`src/rtl/bp_pkg.sv`:
```
// Shared types and helpers for the dynamic branch predictor: counter encoding,
// PC width and the saturating counter update rule.
package bp_pkg;

  localparam int PC_W = 16;

  typedef enum logic [1:0] {
    STRONG_NT = 2'b00,
    WEAK_NT   = 2'b01,
    WEAK_T    = 2'b10,
    STRONG_T  = 2'b11
  } counter_t;

  // Two-bit saturating step: taken moves toward STRONG_T, not-taken toward STRONG_NT.
  function automatic counter_t sat_next(input counter_t cur, input logic taken);
    counter_t nxt;
    nxt = cur;
    unique case (cur)
      STRONG_NT: nxt = taken ? WEAK_NT  : STRONG_NT;
      WEAK_NT:   nxt = taken ? WEAK_T   : STRONG_NT;
      WEAK_T:    nxt = taken ? STRONG_T : WEAK_NT;
      STRONG_T:  nxt = taken ? STRONG_T : WEAK_T;
      default:   nxt = STRONG_NT;
    endcase
    return nxt;
  endfunction

endpackage

```
`src/rtl/bp_table.sv`:
```
// BHT counters plus BTB valid/target (and tag when BP_TAG_CHECK_EN is defined).
// Two combinational read ports (lookup, update index) and one synchronous write port.
module bp_table
  import bp_pkg::*;
#(
  parameter int ENTRIES = 8,
  localparam int IDX_W  = $clog2(ENTRIES)
) (
  input  logic                   clk,
  input  logic                   rst,
  input  logic [IDX_W-1:0]       lookup_idx,
  output counter_t               lookup_ctr,
  output logic                   lookup_valid,
  output logic [PC_W-1:0]        lookup_target,
`ifdef BP_TAG_CHECK_EN
  output logic [PC_W-IDX_W-2:0]  lookup_tag,
  input  logic [PC_W-IDX_W-2:0]  btb_tag,
`endif
  input  logic [IDX_W-1:0]       upd_idx,
  output counter_t               upd_ctr,
  input  logic                   ctr_wen,
  input  counter_t               ctr_wdata,
  input  logic                   btb_wen,
  input  logic [PC_W-1:0]        btb_target
);

  counter_t        ctr_mem    [ENTRIES];
  logic            valid_mem  [ENTRIES];
  logic [PC_W-1:0] target_mem [ENTRIES];
`ifdef BP_TAG_CHECK_EN
  logic [PC_W-IDX_W-2:0] tag_mem [ENTRIES];
`endif

  assign lookup_ctr    = ctr_mem[lookup_idx];
  assign lookup_valid  = valid_mem[lookup_idx];
  assign lookup_target = target_mem[lookup_idx];
  assign upd_ctr       = ctr_mem[upd_idx];
`ifdef BP_TAG_CHECK_EN
  assign lookup_tag    = tag_mem[lookup_idx];
`endif

  // Every entry is cleared on reset, so the tables live in flops rather than RAM.
  always_ff @(posedge clk) begin
    if (rst) begin
      for (int i = 0; i < ENTRIES; i++) begin
        ctr_mem[i]    <= STRONG_NT;
        valid_mem[i]  <= 1'b0;
        target_mem[i] <= '0;
`ifdef BP_TAG_CHECK_EN
        tag_mem[i]    <= '0;
`endif
      end
    end else begin
      if (ctr_wen) begin
        ctr_mem[upd_idx] <= ctr_wdata;
      end
      if (btb_wen) begin
        valid_mem[upd_idx]  <= 1'b1;
        target_mem[upd_idx] <= btb_target;
`ifdef BP_TAG_CHECK_EN
        tag_mem[upd_idx]    <= btb_tag;
`endif
      end
    end
  end

endmodule

```
`src/rtl/dynamic_branch_predictor.sv`:
```
// Fetch-stage branch predictor: 2-bit BHT plus BTB, trained from decode.
// Define BP_TAG_CHECK_EN to store BTB tags and reject aliased PCs.
module dynamic_branch_predictor
  import bp_pkg::*;
#(
  parameter int ENTRIES = 8
) (
  input  logic            clk,
  input  logic            rst,
  input  logic [PC_W-1:0] PC_curr,
  input  logic [PC_W-1:0] IF_ID_PC_curr,
  input  logic            wen_BHT,
  input  logic            wen_BTB,
  input  logic            actual_taken,
  input  logic [PC_W-1:0] actual_target,
  output logic [1:0]      prediction,
  output logic            predicted_taken,
  output logic [PC_W-1:0] predicted_target
);

  localparam int IDX_W = $clog2(ENTRIES);

  logic [IDX_W-1:0] lookup_idx;
  logic [IDX_W-1:0] upd_idx;
  counter_t         lookup_ctr;
  counter_t         upd_ctr;
  counter_t         ctr_wdata;
  logic             lookup_valid;
  logic [PC_W-1:0]  lookup_target;
  logic             tag_hit;
  logic             unused_bits;

  // Bit 0 is always zero for halfword-aligned instructions.
  assign lookup_idx = PC_curr[IDX_W:1];
  assign upd_idx    = IF_ID_PC_curr[IDX_W:1];

  // Train from the stored counter so consecutive updates to one index compound.
  assign ctr_wdata = sat_next(upd_ctr, actual_taken);

`ifdef BP_TAG_CHECK_EN
  logic [PC_W-IDX_W-2:0] lookup_tag;
  logic [PC_W-IDX_W-2:0] cur_tag;
  logic [PC_W-IDX_W-2:0] upd_tag;

  assign cur_tag     = PC_curr[PC_W-1:IDX_W+1];
  assign upd_tag     = IF_ID_PC_curr[PC_W-1:IDX_W+1];
  assign tag_hit     = (lookup_tag == cur_tag);
  assign unused_bits = ^{PC_curr[0], IF_ID_PC_curr[0]};
`else
  assign tag_hit     = 1'b1;
  assign unused_bits = ^{PC_curr[0], IF_ID_PC_curr[0],
                         PC_curr[PC_W-1:IDX_W+1], IF_ID_PC_curr[PC_W-1:IDX_W+1]};
`endif

  bp_table #(
    .ENTRIES(ENTRIES)
  ) u_table (
    .clk          (clk),
    .rst          (rst),
    .lookup_idx   (lookup_idx),
    .lookup_ctr   (lookup_ctr),
    .lookup_valid (lookup_valid),
    .lookup_target(lookup_target),
`ifdef BP_TAG_CHECK_EN
    .lookup_tag   (lookup_tag),
    .btb_tag      (upd_tag),
`endif
    .upd_idx      (upd_idx),
    .upd_ctr      (upd_ctr),
    .ctr_wen      (wen_BHT),
    .ctr_wdata    (ctr_wdata),
    .btb_wen      (wen_BTB),
    .btb_target   (actual_target)
  );

  assign prediction       = lookup_ctr;
  assign predicted_target = lookup_target;
  assign predicted_taken  = lookup_ctr[1] & lookup_valid & tag_hit;

endmodule

```
`config.mk`:
```
export PLATFORM = sky130hd
export DESIGN_NAME = dynamic_branch_predictor
export DESIGN_NICKNAME = d
export VERILOG_FILES = /design/src/rtl/bp_pkg.sv /design/src/rtl/bp_table.sv /design/src/rtl/dynamic_branch_predictor.sv
export SDC_FILE = /design/constraint.sdc
export NUM_CORES = 1
export LEC_CHECK = 0
export BUFFER_PORTS_ARGS = -buffer_cell sky130_fd_sc_hd__buf_4
export CAP_MARGIN = 5
export CORE_AREA = 2 2 113 115
export DETAILED_ROUTE_END_ITERATION = 10
export DIE_AREA = 0 0 115 117
export PLACE_DENSITY = 0.78
export SYNTH_ARGS = -nofsm -noshare
export SYNTH_HDL_FRONTEND = slang
export SYNTH_SLANG_ARGS = --single-unit
export TNS_END_PERCENT = 1
```
`constraint.sdc`:
```
create_clock -name clk -period 3.2 [get_ports clk]
set_input_delay 0.64 -clock clk [delete_from_list [all_inputs] [get_ports clk]]
set_output_delay 0.64 -clock clk [all_outputs]
set_load 0.1 [all_outputs]
```
==> flow_summary.html, run 1 <==
<table>
<tr><th>Metric</th><th>Value</th></tr>
<tr><th colspan="2">Outcome</th></tr>
<tr><td>Outcome</td><td>completed</td></tr>
<tr><th colspan="2">Synth</th></tr>
<tr><td>EDFF count, synth</td><td>144</td></tr>
<tr><td>Proportion of synthesized chip area in sequential cells</td><td>between 60 and 70%</td></tr>
<tr><td>Net count of the mapped netlist</td><td>between 500 and 600</td></tr>
<tr><td>Netlist area before placement</td><td>~7100 um2</td></tr>
<tr><td>Largest cells by area after synthesis</td><td>sky130_fd_sc_hd__edfxtp_1 61%, sky130_fd_sc_hd__mux4_2 12%, sky130_fd_sc_hd__and2_1 12%</td></tr>
<tr><td>Warning count from the yosys run</td><td>0</td></tr>
<tr><td>Proportion of register bits with asynchronous set or reset after synthesis</td><td>0%</td></tr>
<tr><td>Synth Instances</td><td>about 450</td></tr>
<tr><td>Primary FF master, synth</td><td>sky130_fd_sc_hd__edfxtp_1</td></tr>
<tr><td>Average size of a mapped cell</td><td>15.6 um2</td></tr>
<tr><td>Count of unique library cells instantiated by Yosys</td><td>31</td></tr>
<tr><td>Portion of synthesized cell area occupied by the leading cell type</td><td>between 60% and 70%</td></tr>
<tr><td>Largest area contributor in the synthesized netlist</td><td>sky130_fd_sc_hd__edfxtp_1</td></tr>
<tr><td>Flip-flop and latch count after synthesis</td><td>approximately 150</td></tr>
<tr><th colspan="2">Global route</th></tr>
<tr><td>Global Route met3 Usage</td><td>between 5 and 6%</td></tr>
<tr><td>Initial antenna violation count</td><td>0</td></tr>
<tr><td>GRT Overall Usage</td><td>23.5%</td></tr>
<tr><td>Global route overflow</td><td>0</td></tr>
<tr><td>Global-route met1 utilization</td><td>just over 30%</td></tr>
<tr><td>Global-route wire length before repair</td><td>roughly 23,000 um</td></tr>
<tr><td>Top Usage Layer GRT</td><td>met2</td></tr>
<tr><td>Largest net degree at the start of global routing</td><td>25</td></tr>
<tr><td>GR Layer Usage met2</td><td>approximately two fifths</td></tr>
<tr><td>Via count of the first global-routing pass</td><td>just over 4k</td></tr>
<tr><th colspan="2">Worst hold path</th></tr>
<tr><td>Tightest Hold Check Type</td><td>flip-flop to flip-flop</td></tr>
<tr><th colspan="2">Place</th></tr>
<tr><td>Final estimated routing congestion in global placement</td><td>between 0.9 and 1</td></tr>
<tr><td>Post-DP HPWL</td><td>9350 um</td></tr>
<tr><td>Post-placement cell count</td><td>649</td></tr>
<tr><td>Number of buffer cells added on primary ports</td><td>45</td></tr>
<tr><th colspan="2">Setup path</th></tr>
<tr><td>Start point of the critical path</td><td>PC_curr[1]</td></tr>
<tr><td>CP Launch Type</td><td>primary input</td></tr>
<tr><td>Register-to-register path setup slack</td><td>about 1300 ps</td></tr>
<tr><td>Crit end category</td><td>output pin</td></tr>
<tr><td>Depth of the worst register-to-register path</td><td>5</td></tr>
<tr><td>Setup Crit Path Kind</td><td>primary input to output pin</td></tr>
<tr><td>Critical path capture point</td><td>predicted_target[7]</td></tr>
<tr><td>Worst-path cell with the longest stage delay</td><td>sky130_fd_sc_hd__mux4_2</td></tr>
<tr><td>Origin of the critical flop-to-flop path</td><td>u_table.ctr_mem[2][1]</td></tr>
<tr><td>Reg-to-reg critical path endpoint</td><td>u_table.ctr_mem[5][0]</td></tr>
<tr><td>Top cell by count, worst path</td><td>sky130_fd_sc_hd__buf_4</td></tr>
<tr><td>Crit-path max FO</td><td>17</td></tr>
<tr><td>Max stage delay on crit path</td><td>between 500 and 600 ps</td></tr>
<tr><td>Data required time of the critical path</td><td>between 2000 and 3000 ps</td></tr>
<tr><td>Arrival time of the worst setup path</td><td>about 2300 ps</td></tr>
<tr><td>Cells along the critical path</td><td>buf_4 -&gt; buf_4 -&gt; mux4_2 -&gt; mux2_2 -&gt; buf_4</td></tr>
<tr><th colspan="2">STA</th></tr>
<tr><td>Time the final worst path needs with I/O delays and setup</td><td>a little under 3000 ps</td></tr>
<tr><td>Count of final hold-check violations</td><td>0</td></tr>
<tr><td>Peak clock frequency supported by timing</td><td>around 340 MHz</td></tr>
<tr><td>Worst max-slew margin expressed relative to the limit</td><td>50.6%</td></tr>
<tr><td>Final Slew Violations</td><td>0</td></tr>
<tr><td>Clk_skew</td><td>between 1 and 1.5 ps</td></tr>
<tr><td>Period Utilization, post-route</td><td>91.0%</td></tr>
<tr><td>Total of endpoints with negative setup slack in the final report</td><td>0</td></tr>
<tr><td>Post-route setup TNS</td><td>0 ps</td></tr>
<tr><td>Tightest Pin Transition</td><td>roughly 740 ps</td></tr>
<tr><td>RSZ-0062 raised after global routing</td><td>no</td></tr>
<tr><th colspan="2">Cells and area</th></tr>
<tr><td>Area added between synthesis and finish</td><td>17.3%</td></tr>
<tr><td>Count of nets after finishing</td><td>between 500 and 600</td></tr>
<tr><td>Count of non-filler cells in the finished layout</td><td>680</td></tr>
<tr><td>Number of inserted diodes</td><td>0</td></tr>
<tr><td>Layout cell share with drive strength beyond 1</td><td>31.1%</td></tr>
<tr><th colspan="2">Routing</th></tr>
<tr><td>Total length of routed wires</td><td>14,700 um</td></tr>
<tr><td>Number of nets still failing antenna checks after routing</td><td>0</td></tr>
<tr><td>Final routed DRC violation total</td><td>0</td></tr>
<tr><td>Total iterations of the first detailed-routing run</td><td>5</td></tr>
<tr><td>First DRT Iteration DRCs</td><td>387</td></tr>
<tr><td>Total number of vias</td><td>between 4k and 5k</td></tr>
<tr><td>Final routed wire length divided by cell count</td><td>21.6 um</td></tr>
<tr><td>Number of vias per cell after detailed routing</td><td>approximately 6.0</td></tr>
<tr><th colspan="2">CTS</th></tr>
<tr><td>CTS tree</td><td>done</td></tr>
<tr><td>Number of buffers between clock root and the deepest sink</td><td>2</td></tr>
<tr><td>Worst skew pair latency</td><td>just over 400 ps</td></tr>
<tr><td>H-tree levels</td><td>4</td></tr>
<tr><td>Clock tree root buffer cell</td><td>sky130_fd_sc_hd__clkbuf_16</td></tr>
<tr><td>Clock transition at path regs</td><td>50 ps</td></tr>
<tr><td>Number of resized instances in the post-cts repair step</td><td>0</td></tr>
<tr><td>Num Clock Sinks</td><td>between 150 and 200</td></tr>
<tr><td>Inserted Clock Buffers</td><td>17</td></tr>
<tr><td>Post-CTS repair timing setup buffer count</td><td>0</td></tr>
<tr><td>Hold bufs inserted after CTS</td><td>0</td></tr>
<tr><th colspan="2">Power and ir drop</th></tr>
<tr><td>Max IR drop VDD</td><td>~440 uV</td></tr>
<tr><td>Leakage Power</td><td>3.09 nW</td></tr>
<tr><td>Pwr Density</td><td>605 nW/um2</td></tr>
<tr><th colspan="2">Die</th></tr>
<tr><td>I/O pin cnt</td><td>between 70 and 80</td></tr>
<tr><td>Die Height</td><td>~120 um</td></tr>
<tr><td>Initial Utilization</td><td>a little under three fifths</td></tr>
<tr><td>Die Outline Area</td><td>~13,000 um2</td></tr>
<tr><td>Placeable core region</td><td>between 10,000 and 15,000 um2</td></tr>
<tr><td>Die outline width</td><td>115 um</td></tr>
<tr><td>Number of rows in the core area</td><td>slightly above 40</td></tr>
<tr><th colspan="2">Run</th></tr>
<tr><td>Max-cap violation count</td><td>0</td></tr>
</table>
kinds of logic after synthesis:
logic type / after synthesis / synth area share, %
compound gates: 40 / 4.03
buf+inv: 24 / 1.65
flops: 152 / 63.6
mux: 62 / 16.0
simple gates: 174 / 14.7
synth_stat cells (all sizes together) (2+ instances only):
| library cell | count |
|---|---|
| edfxtp | 144 |
| and2 | 130 |
| a21oi | 18 |
| nor2 | 8 |
| o31ai | 2 |
| nor3 | 2 |
| mux4 | 38 |
| nand3 | 5 |
| nand2 | 17 |
| a21o | 8 |
| or2 | 2 |
| dfxtp | 8 |
| clkbuf | 13 |
| buf | 10 |
| mux2 | 23 |
| nand2b | 2 |
| o21ai | 10 |
| and3 | 3 |
| nor2b | 3 |
final cells by class:
type / count / area [um2]
Clock buffer: 20 / 437
Sequential cell: 152 / 4480
Clock inverter: 11 / 155
Timing Repair Buffer: 70 / 551
Fill cell: 831 / 4040
Inverter: 1 / 3.75
Multi-Input combinational cell: 276 / 2450
Tap cell: 150 / 188
layer usage:
metal,share of wire [%],routed length (um),vias up
met2,52,7680,151
met1,40,5900,2058
li1,-,-,1832
met3,6.4,938,19
met4,1.3,197,0
met5,0,0,-
report_power, final:
| group | switching (W) | internal (W) |
|---|---|---|
| combinational | 0.000445 | 0.000219 |
| sequential | 0.0000342 | 0.00229 |
| clock | 0.000725 | 0.00129 |
| total | 0.00120 | 0.00380 |
flip-flops by register name (all words and copies together), names as in the netlist:
register,count
u_table.valid_mem,8
u_table.target_mem,128
u_table.ctr_mem,16
stage by stage:
stage	power, W	hold WS, ps	setup WS [ps]	area [um2]	utilization, %
6_report	0.00500	456	289	8270	67.2
5_1_grt	0.00515	468	194	8270	67.2
3_3_place_gp	0.00301	431	278	7680	62.4
4_1_cts	0.00503	456	260	8270	67.2
3_5_place_dp	0.00303	443	262	7680	62.4
2_1_floorplan	0.00284	425	67.1	7050	-
worst max-delay path: cells and delay by family:
kind / cells / cell delay (ps)
buffers and inverters: 3 / 810
muxes: 2 / 800
worst min-delay path by stage:
stage                         startpoint                   end  slack, ps  cells past startpoint
floorplan           u_table.valid_mem[2]  u_table.valid_mem[2]        430                      1
global placement    u_table.valid_mem[7]  u_table.valid_mem[7]        430                      1
detailed placement  u_table.valid_mem[3]  u_table.valid_mem[3]        440                      1
CTS                 u_table.valid_mem[3]  u_table.valid_mem[3]        460                      1
global route        u_table.valid_mem[3]  u_table.valid_mem[3]        470                      1
finish              u_table.valid_mem[1]  u_table.valid_mem[1]        460                      1
cell usage in the layout (no fill, tap or decap), types with 16 or more instances in the layout:
master / instances
sky130_fd_sc_hd__and2_1: 130
sky130_fd_sc_hd__nand2_1: 16
sky130_fd_sc_hd__a21oi_1: 17
sky130_fd_sc_hd__mux4_2: 38
sky130_fd_sc_hd__buf_4: 68
sky130_fd_sc_hd__clkbuf_16: 17
sky130_fd_sc_hd__mux2_2: 22
sky130_fd_sc_hd__edfxtp_1: 144
No activity file was read; power rests on OpenSTA's default activity.
==> run 2: changes to the inputs <==
--- a/config.mk
+++ b/config.mk
@@ -5,6 +5,7 @@
 export SDC_FILE = /design/constraint.sdc
 export NUM_CORES = 1
 export LEC_CHECK = 0
+export ABC_AREA = 1
 export BUFFER_PORTS_ARGS = -buffer_cell sky130_fd_sc_hd__buf_4
 export CAP_MARGIN = 5
 export CORE_AREA = 2 2 113 115
==> flow_summary.html, run 2 <==
<table>
<tr><th>Metric</th><th>Value</th></tr>
<tr><th colspan="2">Outcome</th></tr>
<tr><td>Outcome</td><td>completed</td></tr>
<tr><th colspan="2">Routing</th></tr>
<tr><td>First DRT Iteration DRCs</td><td>710</td></tr>
<tr><td>Final routed wire length divided by cell count</td><td>about 19 um</td></tr>
<tr><td>Total number of vias</td><td>around 5.5k</td></tr>
<tr><td>Number of vias per cell after detailed routing</td><td>5.94</td></tr>
<tr><td>Number of nets still failing antenna checks after routing</td><td>0</td></tr>
<tr><td>Final routed DRC violation total</td><td>0</td></tr>
<tr><td>Total length of routed wires</td><td>approximately 18,000 um</td></tr>
<tr><td>Total iterations of the first detailed-routing run</td><td>5</td></tr>
<tr><th colspan="2">Cells and area</th></tr>
<tr><td>Number of fill cells</td><td>912</td></tr>
<tr><td>Area added between synthesis and finish</td><td>16.0%</td></tr>
<tr><td>Commonest non-fill, non-tap cell in the layout</td><td>sky130_fd_sc_hd__nor2_1</td></tr>
<tr><td>Layout cell share with drive strength beyond 1</td><td>between 10% and 20%</td></tr>
<tr><td>Max reg flops</td><td>between 100 and 150</td></tr>
<tr><td>Count of nets after finishing</td><td>~810</td></tr>
<tr><td>Leading cell types in the layout, fill and taps excluded</td><td>209 x sky130_fd_sc_hd__nor2_1, 144 x sky130_fd_sc_hd__edfxtp_1, 109 x sky130_fd_sc_hd__nand2_1</td></tr>
<tr><td>Largest regs</td><td>u_table.target_mem: 128 flops, u_table.ctr_mem: 16 flops, u_table.valid_mem: 8 flops</td></tr>
<tr><td>Summed area of non-filler cells in the final layout</td><td>between 8000 and 9000 um2</td></tr>
<tr><td>Register containing the most flip-flops in the final layout</td><td>u_table.target_mem</td></tr>
<tr><td>Number of inserted diodes</td><td>0</td></tr>
<tr><th colspan="2">Global route</th></tr>
<tr><td>Initial antenna violation count</td><td>0</td></tr>
<tr><td>Via count of the first global-routing pass</td><td>approximately 5.4k</td></tr>
<tr><td>Global-route wire length before repair</td><td>around 28,000 um</td></tr>
<tr><td>Largest net degree at the start of global routing</td><td>74</td></tr>
<tr><td>Global route overflow</td><td>0</td></tr>
<tr><td>GRT Overall Usage</td><td>between 20% and 30%</td></tr>
<tr><th colspan="2">Synth</th></tr>
<tr><td>Most repeated cell in the gate-level netlist after synthesis</td><td>sky130_fd_sc_hd__nor2_1</td></tr>
<tr><td>Warning count from the yosys run</td><td>0</td></tr>
<tr><td>Flip-flop and latch count after synthesis</td><td>~150</td></tr>
<tr><td>EDFF count, synth</td><td>around 140</td></tr>
<tr><td>Netlist area before placement</td><td>~7000 um2</td></tr>
<tr><td>Primary FF master, synth</td><td>sky130_fd_sc_hd__edfxtp_1</td></tr>
<tr><td>Largest area contributor in the synthesized netlist</td><td>sky130_fd_sc_hd__edfxtp_1</td></tr>
<tr><td>Average size of a mapped cell</td><td>just under 10 um2</td></tr>
<tr><td>Proportion of register bits with asynchronous set or reset after synthesis</td><td>0%</td></tr>
<tr><td>Portion of synthesized cell area occupied by the leading cell type</td><td>roughly three fifths</td></tr>
<tr><td>Proportion of synthesized chip area in sequential cells</td><td>a little under two thirds</td></tr>
<tr><td>Largest cells by area after synthesis</td><td>sky130_fd_sc_hd__edfxtp_1 62%, sky130_fd_sc_hd__nor2_1 11%, sky130_fd_sc_hd__o21ai_0 6.0%</td></tr>
<tr><td>Synth Instances</td><td>about 710</td></tr>
<tr><td>Top cells by instance count after synthesis</td><td>209 x sky130_fd_sc_hd__nor2_1, 144 x sky130_fd_sc_hd__edfxtp_1, 109 x sky130_fd_sc_hd__nand2_1</td></tr>
<tr><td>Count of unique library cells instantiated by Yosys</td><td>27</td></tr>
<tr><td>Net count of the mapped netlist</td><td>~770</td></tr>
<tr><th colspan="2">Die</th></tr>
<tr><td>Die Outline Area</td><td>about 13,000 um2</td></tr>
<tr><td>Initial Utilization</td><td>~57%</td></tr>
<tr><td>Number of rows in the core area</td><td>just over 40</td></tr>
<tr><td>I/O pin cnt</td><td>about 70</td></tr>
<tr><td>Die outline width</td><td>~120 um</td></tr>
<tr><td>Placeable core region</td><td>approximately 12,000 um2</td></tr>
<tr><td>Die Height</td><td>around 120 um</td></tr>
<tr><th colspan="2">Power and ir drop</th></tr>
<tr><td>Internal power of the cells</td><td>about 0.0038 W</td></tr>
<tr><td>Net switching fraction of the power</td><td>around 25%</td></tr>
<tr><td>Net switching component of the power</td><td>0.00127 W</td></tr>
<tr><td>Power share of the sequential group</td><td>45.7%</td></tr>
<tr><td>Max IR drop VDD</td><td>between 300 and 400 uV</td></tr>
<tr><td>Portion of total power attributed to combinational logic</td><td>13.0%</td></tr>
<tr><td>Pwr Density</td><td>about 630 nW/um2</td></tr>
<tr><td>Leakage Power</td><td>about 3.3 nW</td></tr>
<tr><td>Clock share of power</td><td>roughly two fifths</td></tr>
<tr><th colspan="2">Setup path</th></tr>
<tr><td>Arrival time of the worst setup path</td><td>about 2200 ps</td></tr>
<tr><td>Origin of the critical flop-to-flop path</td><td>u_table.ctr_mem[5][1]</td></tr>
<tr><td>Max stage delay on crit path</td><td>about 330 ps</td></tr>
<tr><td>Cells along the critical path</td><td>buf_4 -&gt; inv_2 -&gt; buf_4 -&gt; o21ai_0 -&gt; o22ai_1 -&gt; nand2_1 -&gt; nand2_1 -&gt; buf_4</td></tr>
<tr><td>Setup Crit Path Kind</td><td>primary input to output pin</td></tr>
<tr><td>Start point of the critical path</td><td>PC_curr[1]</td></tr>
<tr><td>Data required time of the critical path</td><td>around 2600 ps</td></tr>
<tr><td>Top cell by count, worst path</td><td>sky130_fd_sc_hd__buf_4</td></tr>
<tr><td>Crit end category</td><td>output pin</td></tr>
<tr><td>Number of buffers and inverters on the critical path</td><td>4</td></tr>
<tr><td>Crit-path max FO</td><td>23</td></tr>
<tr><td>CP Launch Type</td><td>primary input</td></tr>
<tr><td>Largest delay contributor family on the critical path</td><td>buffers and inverters</td></tr>
<tr><td>Worst-path cell with the longest stage delay</td><td>sky130_fd_sc_hd__buf_4</td></tr>
<tr><th colspan="2">STA</th></tr>
<tr><td>Total of endpoints with negative setup slack in the final report</td><td>0</td></tr>
<tr><td>Count of final hold-check violations</td><td>0</td></tr>
<tr><td>Time the final worst path needs with I/O delays and setup</td><td>between 2000 and 3000 ps</td></tr>
<tr><td>Clk_skew</td><td>5.57 ps</td></tr>
<tr><td>RSZ-0062 raised after global routing</td><td>no</td></tr>
<tr><td>Tightest Pin Transition</td><td>between 500 and 600 ps</td></tr>
<tr><td>Peak clock frequency supported by timing</td><td>357 MHz</td></tr>
<tr><td>Worst max-slew margin expressed relative to the limit</td><td>between 60% and 70%</td></tr>
<tr><td>Hold slack final</td><td>~450 ps</td></tr>
<tr><td>Final Slew Violations</td><td>0</td></tr>
<tr><td>Period Utilization, post-route</td><td>87.4%</td></tr>
<tr><th colspan="2">Run</th></tr>
<tr><td>Max-cap violation count</td><td>0</td></tr>
<tr><th colspan="2">Place</th></tr>
<tr><td>Post-DP HPWL</td><td>~11,000 um</td></tr>
<tr><td>Placement-stage cell area</td><td>around 7500 um2</td></tr>
<tr><td>Number of buffer cells added on primary ports</td><td>45</td></tr>
<tr><td>Final estimated routing congestion in global placement</td><td>between 0.8 and 0.9</td></tr>
<tr><th colspan="2">Worst hold path</th></tr>
<tr><td>Hold Crit Start</td><td>u_table.valid_mem[0]</td></tr>
<tr><td>Tightest Hold Check Type</td><td>flip-flop to flip-flop</td></tr>
<tr><th colspan="2">CTS</th></tr>
<tr><td>Number of buffers between clock root and the deepest sink</td><td>2</td></tr>
<tr><td>Num Clock Sinks</td><td>about 150</td></tr>
<tr><td>Clock transition at path regs</td><td>around 60 ps</td></tr>
<tr><td>Number of resized instances in the post-cts repair step</td><td>0</td></tr>
<tr><td>CTS tree</td><td>done</td></tr>
<tr><td>H-tree levels</td><td>4</td></tr>
<tr><td>Post-CTS repair timing setup buffer count</td><td>0</td></tr>
<tr><td>Inserted Clock Buffers</td><td>17</td></tr>
<tr><td>Clock tree root buffer cell</td><td>sky130_fd_sc_hd__clkbuf_16</td></tr>
<tr><td>Worst skew pair latency</td><td>~420 ps</td></tr>
<tr><td>Hold bufs inserted after CTS</td><td>0</td></tr>
</table>
run 2: cell types whose count changed after synthesis, sizes merged, moves of 5 or more:
cell and delta:
inv +34, o21ai +75, buf +13, mux2 -23
nand2 +106, mux4 -38, o22ai +33, nor2 +208
a21o -8, clkbuf +5, and2 -130
run 2: layout make-up:
cell class / instances / area, um2 / share of cell area (%)
clock inverters: 10 / 176 / 2.17
inverters: 35 / 136 / 1.68
clock buffers: 21 / 440 / 5.41
multi-input cells: 486 / 2170 / 26.7
well taps: 150 / 188 / 2.31
repair buffers: 69 / 543 / 6.67
flip-flops and latches: 152 / 4480 / 55.1
run 2: logic make-up after synthesis:
logic type	share of synthesized area (%)
compound gates	10.2
buf+inv	5.26
flops	63.9
simple gates	20.7
run 2: path summary, 6_finish.rpt:
path	end	slack [ps]	cells after the start
min reg2reg	u_table.valid_mem[0]	450	2
max	predicted_target[11]	400	8
min	u_table.valid_mem[0]	450	2
max reg2reg	u_table.ctr_mem[3][0]	1690	8
run 2: worst register-to-register path: cells and delay by family (launching register included):
kind / cells / cell delay [ps]
flip-flops: 1 / 410
AND/OR/NAND/NOR: 8 / 850
run 2: power groups by stage:
stage | sequential [W] | clock [W] | combinational [W]
2_1_floorplan | 0.00235 | 0 | 0.000471
3_3_place_gp | 0.00236 | 0 | 0.000633
3_5_place_dp | 0.00237 | 0 | 0.000650
4_1_cts | 0.00233 | 0.00211 | 0.000654
5_1_grt | 0.00233 | 0.00221 | 0.000702
6_report | 0.00233 | 0.00210 | 0.000659
run 2: metal layers:
metal	vias up	part of all wire [%]	GRT usage [%]	routed length [um]
met5	-	0	0	0
met4	0	2.1	12.2	368
met3	38	10	6.18	1770
met2	348	50	47.2	8850
met1	2585	38	35.4	6790
li1	2512	-	-	-
run 2: stage by stage:
step / total power [W] / TNS (ps) / utilization, % / worst slack [ps] / cells
detailed placement: 0.00302 / 0 / 61.1 / 453 / 892
global route: 0.00525 / 0 / 66.1 / 256 / 923
floorplan: 0.00283 / -90.4 / - / -90.4 / 714
CTS: 0.00509 / 0 / 66.1 / 443 / 923
finish: 0.00509 / 0 / 66.1 / 402 / 923
global placement: 0.00299 / 0 / 61.1 / 454 / 892
==> run 3: changes to the inputs <==
--- a/config.mk
+++ b/config.mk
@@ -11,7 +11,7 @@
 export CORE_AREA = 2 2 113 115
 export DETAILED_ROUTE_END_ITERATION = 10
 export DIE_AREA = 0 0 115 117
-export PLACE_DENSITY = 0.78
+export PLACE_DENSITY = 0.75
 export SYNTH_ARGS = -nofsm -noshare
 export SYNTH_HDL_FRONTEND = slang
 export SYNTH_SLANG_ARGS = --single-unit
==> flow_summary.html, run 3 (synthesis results as in run 2) <==
<table>
<tr><th>Metric</th><th>Value</th></tr>
<tr><th colspan="2">Outcome</th></tr>
<tr><td>Outcome</td><td>completed</td></tr>
<tr><th colspan="2">Setup path</th></tr>
<tr><td>Crit end category</td><td>output pin</td></tr>
<tr><td>Arrival time of the worst setup path</td><td>2310 ps</td></tr>
<tr><td>Register-to-register path setup slack</td><td>1690 ps</td></tr>
<tr><td>Crit-path max FO</td><td>25</td></tr>
<tr><td>Start point of the critical path</td><td>PC_curr[2]</td></tr>
<tr><td>Origin of the critical flop-to-flop path</td><td>u_table.ctr_mem[4][1]</td></tr>
<tr><td>Setup Crit Path Kind</td><td>primary input to output pin</td></tr>
<tr><td>CP Launch Type</td><td>primary input</td></tr>
<tr><td>Data required time of the critical path</td><td>roughly 2600 ps</td></tr>
<tr><th colspan="2">CTS</th></tr>
<tr><td>H-tree levels</td><td>4</td></tr>
<tr><td>Number of resized instances in the post-cts repair step</td><td>0</td></tr>
<tr><td>Clock transition at path regs</td><td>around 60 ps</td></tr>
<tr><td>CTS tree</td><td>done</td></tr>
<tr><td>Number of buffers between clock root and the deepest sink</td><td>2</td></tr>
<tr><td>Worst skew pair latency</td><td>430 ps</td></tr>
<tr><td>Hold bufs inserted after CTS</td><td>0</td></tr>
<tr><td>Post-CTS repair timing setup buffer count</td><td>0</td></tr>
<tr><td>Num Clock Sinks</td><td>about 150</td></tr>
<tr><td>Inserted Clock Buffers</td><td>17</td></tr>
<tr><td>Clock tree root buffer cell</td><td>sky130_fd_sc_hd__clkbuf_16</td></tr>
<tr><th colspan="2">Routing</th></tr>
<tr><td>Number of nets still failing antenna checks after routing</td><td>0</td></tr>
<tr><td>Final routed wire length divided by cell count</td><td>~19 um</td></tr>
<tr><td>Final routed DRC violation total</td><td>0</td></tr>
<tr><td>Number of vias per cell after detailed routing</td><td>roughly 6</td></tr>
<tr><td>Total number of vias</td><td>5,529</td></tr>
<tr><td>Total iterations of the first detailed-routing run</td><td>7</td></tr>
<tr><td>Total length of routed wires</td><td>between 15,000 and 20,000 um</td></tr>
<tr><td>First DRT Iteration DRCs</td><td>640</td></tr>
<tr><th colspan="2">Cells and area</th></tr>
<tr><td>Largest regs</td><td>u_table.target_mem: 128 flops, u_table.ctr_mem: 16 flops, u_table.valid_mem: 8 flops</td></tr>
<tr><td>Register containing the most flip-flops in the final layout</td><td>u_table.target_mem</td></tr>
<tr><td>Area added between synthesis and finish</td><td>16.2%</td></tr>
<tr><td>Leading cell types in the layout, fill and taps excluded</td><td>209 x sky130_fd_sc_hd__nor2_1, 144 x sky130_fd_sc_hd__edfxtp_1, 109 x sky130_fd_sc_hd__nand2_1</td></tr>
<tr><td>Summed area of non-filler cells in the final layout</td><td>slightly above 8000 um2</td></tr>
<tr><td>Number of inserted diodes</td><td>0</td></tr>
<tr><td>Commonest non-fill, non-tap cell in the layout</td><td>sky130_fd_sc_hd__nor2_1</td></tr>
<tr><td>Count of nets after finishing</td><td>around 800</td></tr>
<tr><td>Max reg flops</td><td>approximately 130</td></tr>
<tr><td>Layout cell share with drive strength beyond 1</td><td>between 10% and 20%</td></tr>
<tr><th colspan="2">Die</th></tr>
<tr><td>I/O pin cnt</td><td>72</td></tr>
<tr><td>Die Height</td><td>between 100 and 150 um</td></tr>
<tr><td>Placeable core region</td><td>about 12,000 um2</td></tr>
<tr><td>Number of rows in the core area</td><td>41</td></tr>
<tr><td>Die Outline Area</td><td>between 10,000 and 15,000 um2</td></tr>
<tr><td>Die outline width</td><td>115 um</td></tr>
<tr><td>Initial Utilization</td><td>about 57%</td></tr>
<tr><th colspan="2">STA</th></tr>
<tr><td>Clk_skew</td><td>1.72 ps</td></tr>
<tr><td>Post-route setup TNS</td><td>0 ps</td></tr>
<tr><td>Count of final hold-check violations</td><td>0</td></tr>
<tr><td>Total of endpoints with negative setup slack in the final report</td><td>0</td></tr>
<tr><td>Peak clock frequency supported by timing</td><td>between 300 and 400 MHz</td></tr>
<tr><td>Period Utilization, post-route</td><td>slightly above 90%</td></tr>
<tr><td>RSZ-0062 raised after global routing</td><td>no</td></tr>
<tr><td>Crit path setup slack, layout</td><td>between 200 and 300 ps</td></tr>
<tr><td>Final Slew Violations</td><td>0</td></tr>
<tr><td>Tightest Pin Transition</td><td>617 ps</td></tr>
<tr><td>Worst max-slew margin expressed relative to the limit</td><td>approximately 60%</td></tr>
<tr><td>Time the final worst path needs with I/O delays and setup</td><td>roughly 3000 ps</td></tr>
<tr><th colspan="2">Power and ir drop</th></tr>
<tr><td>Max IR drop VDD</td><td>approximately 350 uV</td></tr>
<tr><td>Pwr Density</td><td>630 nW/um2</td></tr>
<tr><td>Leakage Power</td><td>3.28 nW</td></tr>
<tr><th colspan="2">Global route</th></tr>
<tr><td>GRT Overall Usage</td><td>between 20 and 30%</td></tr>
<tr><td>Largest net degree at the start of global routing</td><td>between 70 and 80</td></tr>
<tr><td>Initial antenna violation count</td><td>0</td></tr>
<tr><td>Global route overflow</td><td>0</td></tr>
<tr><td>Global-route wire length before repair</td><td>around 28,000 um</td></tr>
<tr><td>Via count of the first global-routing pass</td><td>5,423</td></tr>
<tr><th colspan="2">Place</th></tr>
<tr><td>Post-placement setup slack</td><td>about 340 ps</td></tr>
<tr><td>Post-DP HPWL</td><td>between 10,000 and 15,000 um</td></tr>
<tr><td>Placement-stage cell area</td><td>7520 um2</td></tr>
<tr><td>Final estimated routing congestion in global placement</td><td>roughly 0.88</td></tr>
<tr><td>Number of buffer cells added on primary ports</td><td>45</td></tr>
<tr><th colspan="2">Worst hold path</th></tr>
<tr><td>Tightest Hold Check Type</td><td>primary input to flip-flop</td></tr>
<tr><td>Hold Crit Start</td><td>rst</td></tr>
<tr><th colspan="2">Run</th></tr>
<tr><td>Max-cap violation count</td><td>0</td></tr>
</table>
[run 3: area by class of cell]
class / instances / area, um2
sequential: 152 / 4480
fill: 970 / 4150
multi-input combinational: 486 / 2170
timing repair buffer: 69 / 543
clock buffer: 18 / 429
clock inverter: 14 / 205
tap: 150 / 188
inverter: 35 / 136
[run 3: worst max-delay path: stages]
cell	delay (ps)
sky130_fd_sc_hd__buf_4	110
sky130_fd_sc_hd__inv_1	320
sky130_fd_sc_hd__buf_4	360
sky130_fd_sc_hd__o21ai_0	150
sky130_fd_sc_hd__o22ai_1	170
sky130_fd_sc_hd__nand2_1	80
sky130_fd_sc_hd__nand2_1	140
sky130_fd_sc_hd__buf_4	310
[run 3: final timing paths]
kind                                 to  cells past startpoint
setup / recovery   predicted_target[15]                      8
hold / removal     u_table.valid_mem[5]                      2
setup reg to reg  u_table.ctr_mem[5][0]                     10
hold reg to reg    u_table.valid_mem[6]                      2
[run 3: through the flow]
step	total power, W	util, %	instances	hold slack [ps]
final	0.00514	66.3	924	447
after global routing	0.00529	66.3	924	443
after CTS	0.00514	66.3	924	449
after detailed placement	0.00302	61.1	892	437
after global placement	0.00300	61.1	892	432
after floorplan	0.00283	-	714	421
[run 3: layer usage]
metal | up-vias | GRT usage [%] | part of all wire (%)
met5 | - | 0 | 0
met4 | 0 | 12.9 | 2.7
met3 | 42 | 6.28 | 9.8
met2 | 351 | 47.8 | 50
met1 | 2614 | 35.9 | 37
li1 | 2522 | - | -
[run 3: power by group]
| part | switching (W) | internal (W) | leakage, nW | total (W) |
|---|---|---|---|---|
| Sequential | 0.0000338 | 0.00229 | 1.46 | 0.00233 |
| Clock | 0.000781 | 0.00137 | 0.313 | 0.00216 |
| Combinational | 0.000502 | 0.000155 | 1.51 | 0.000657 |
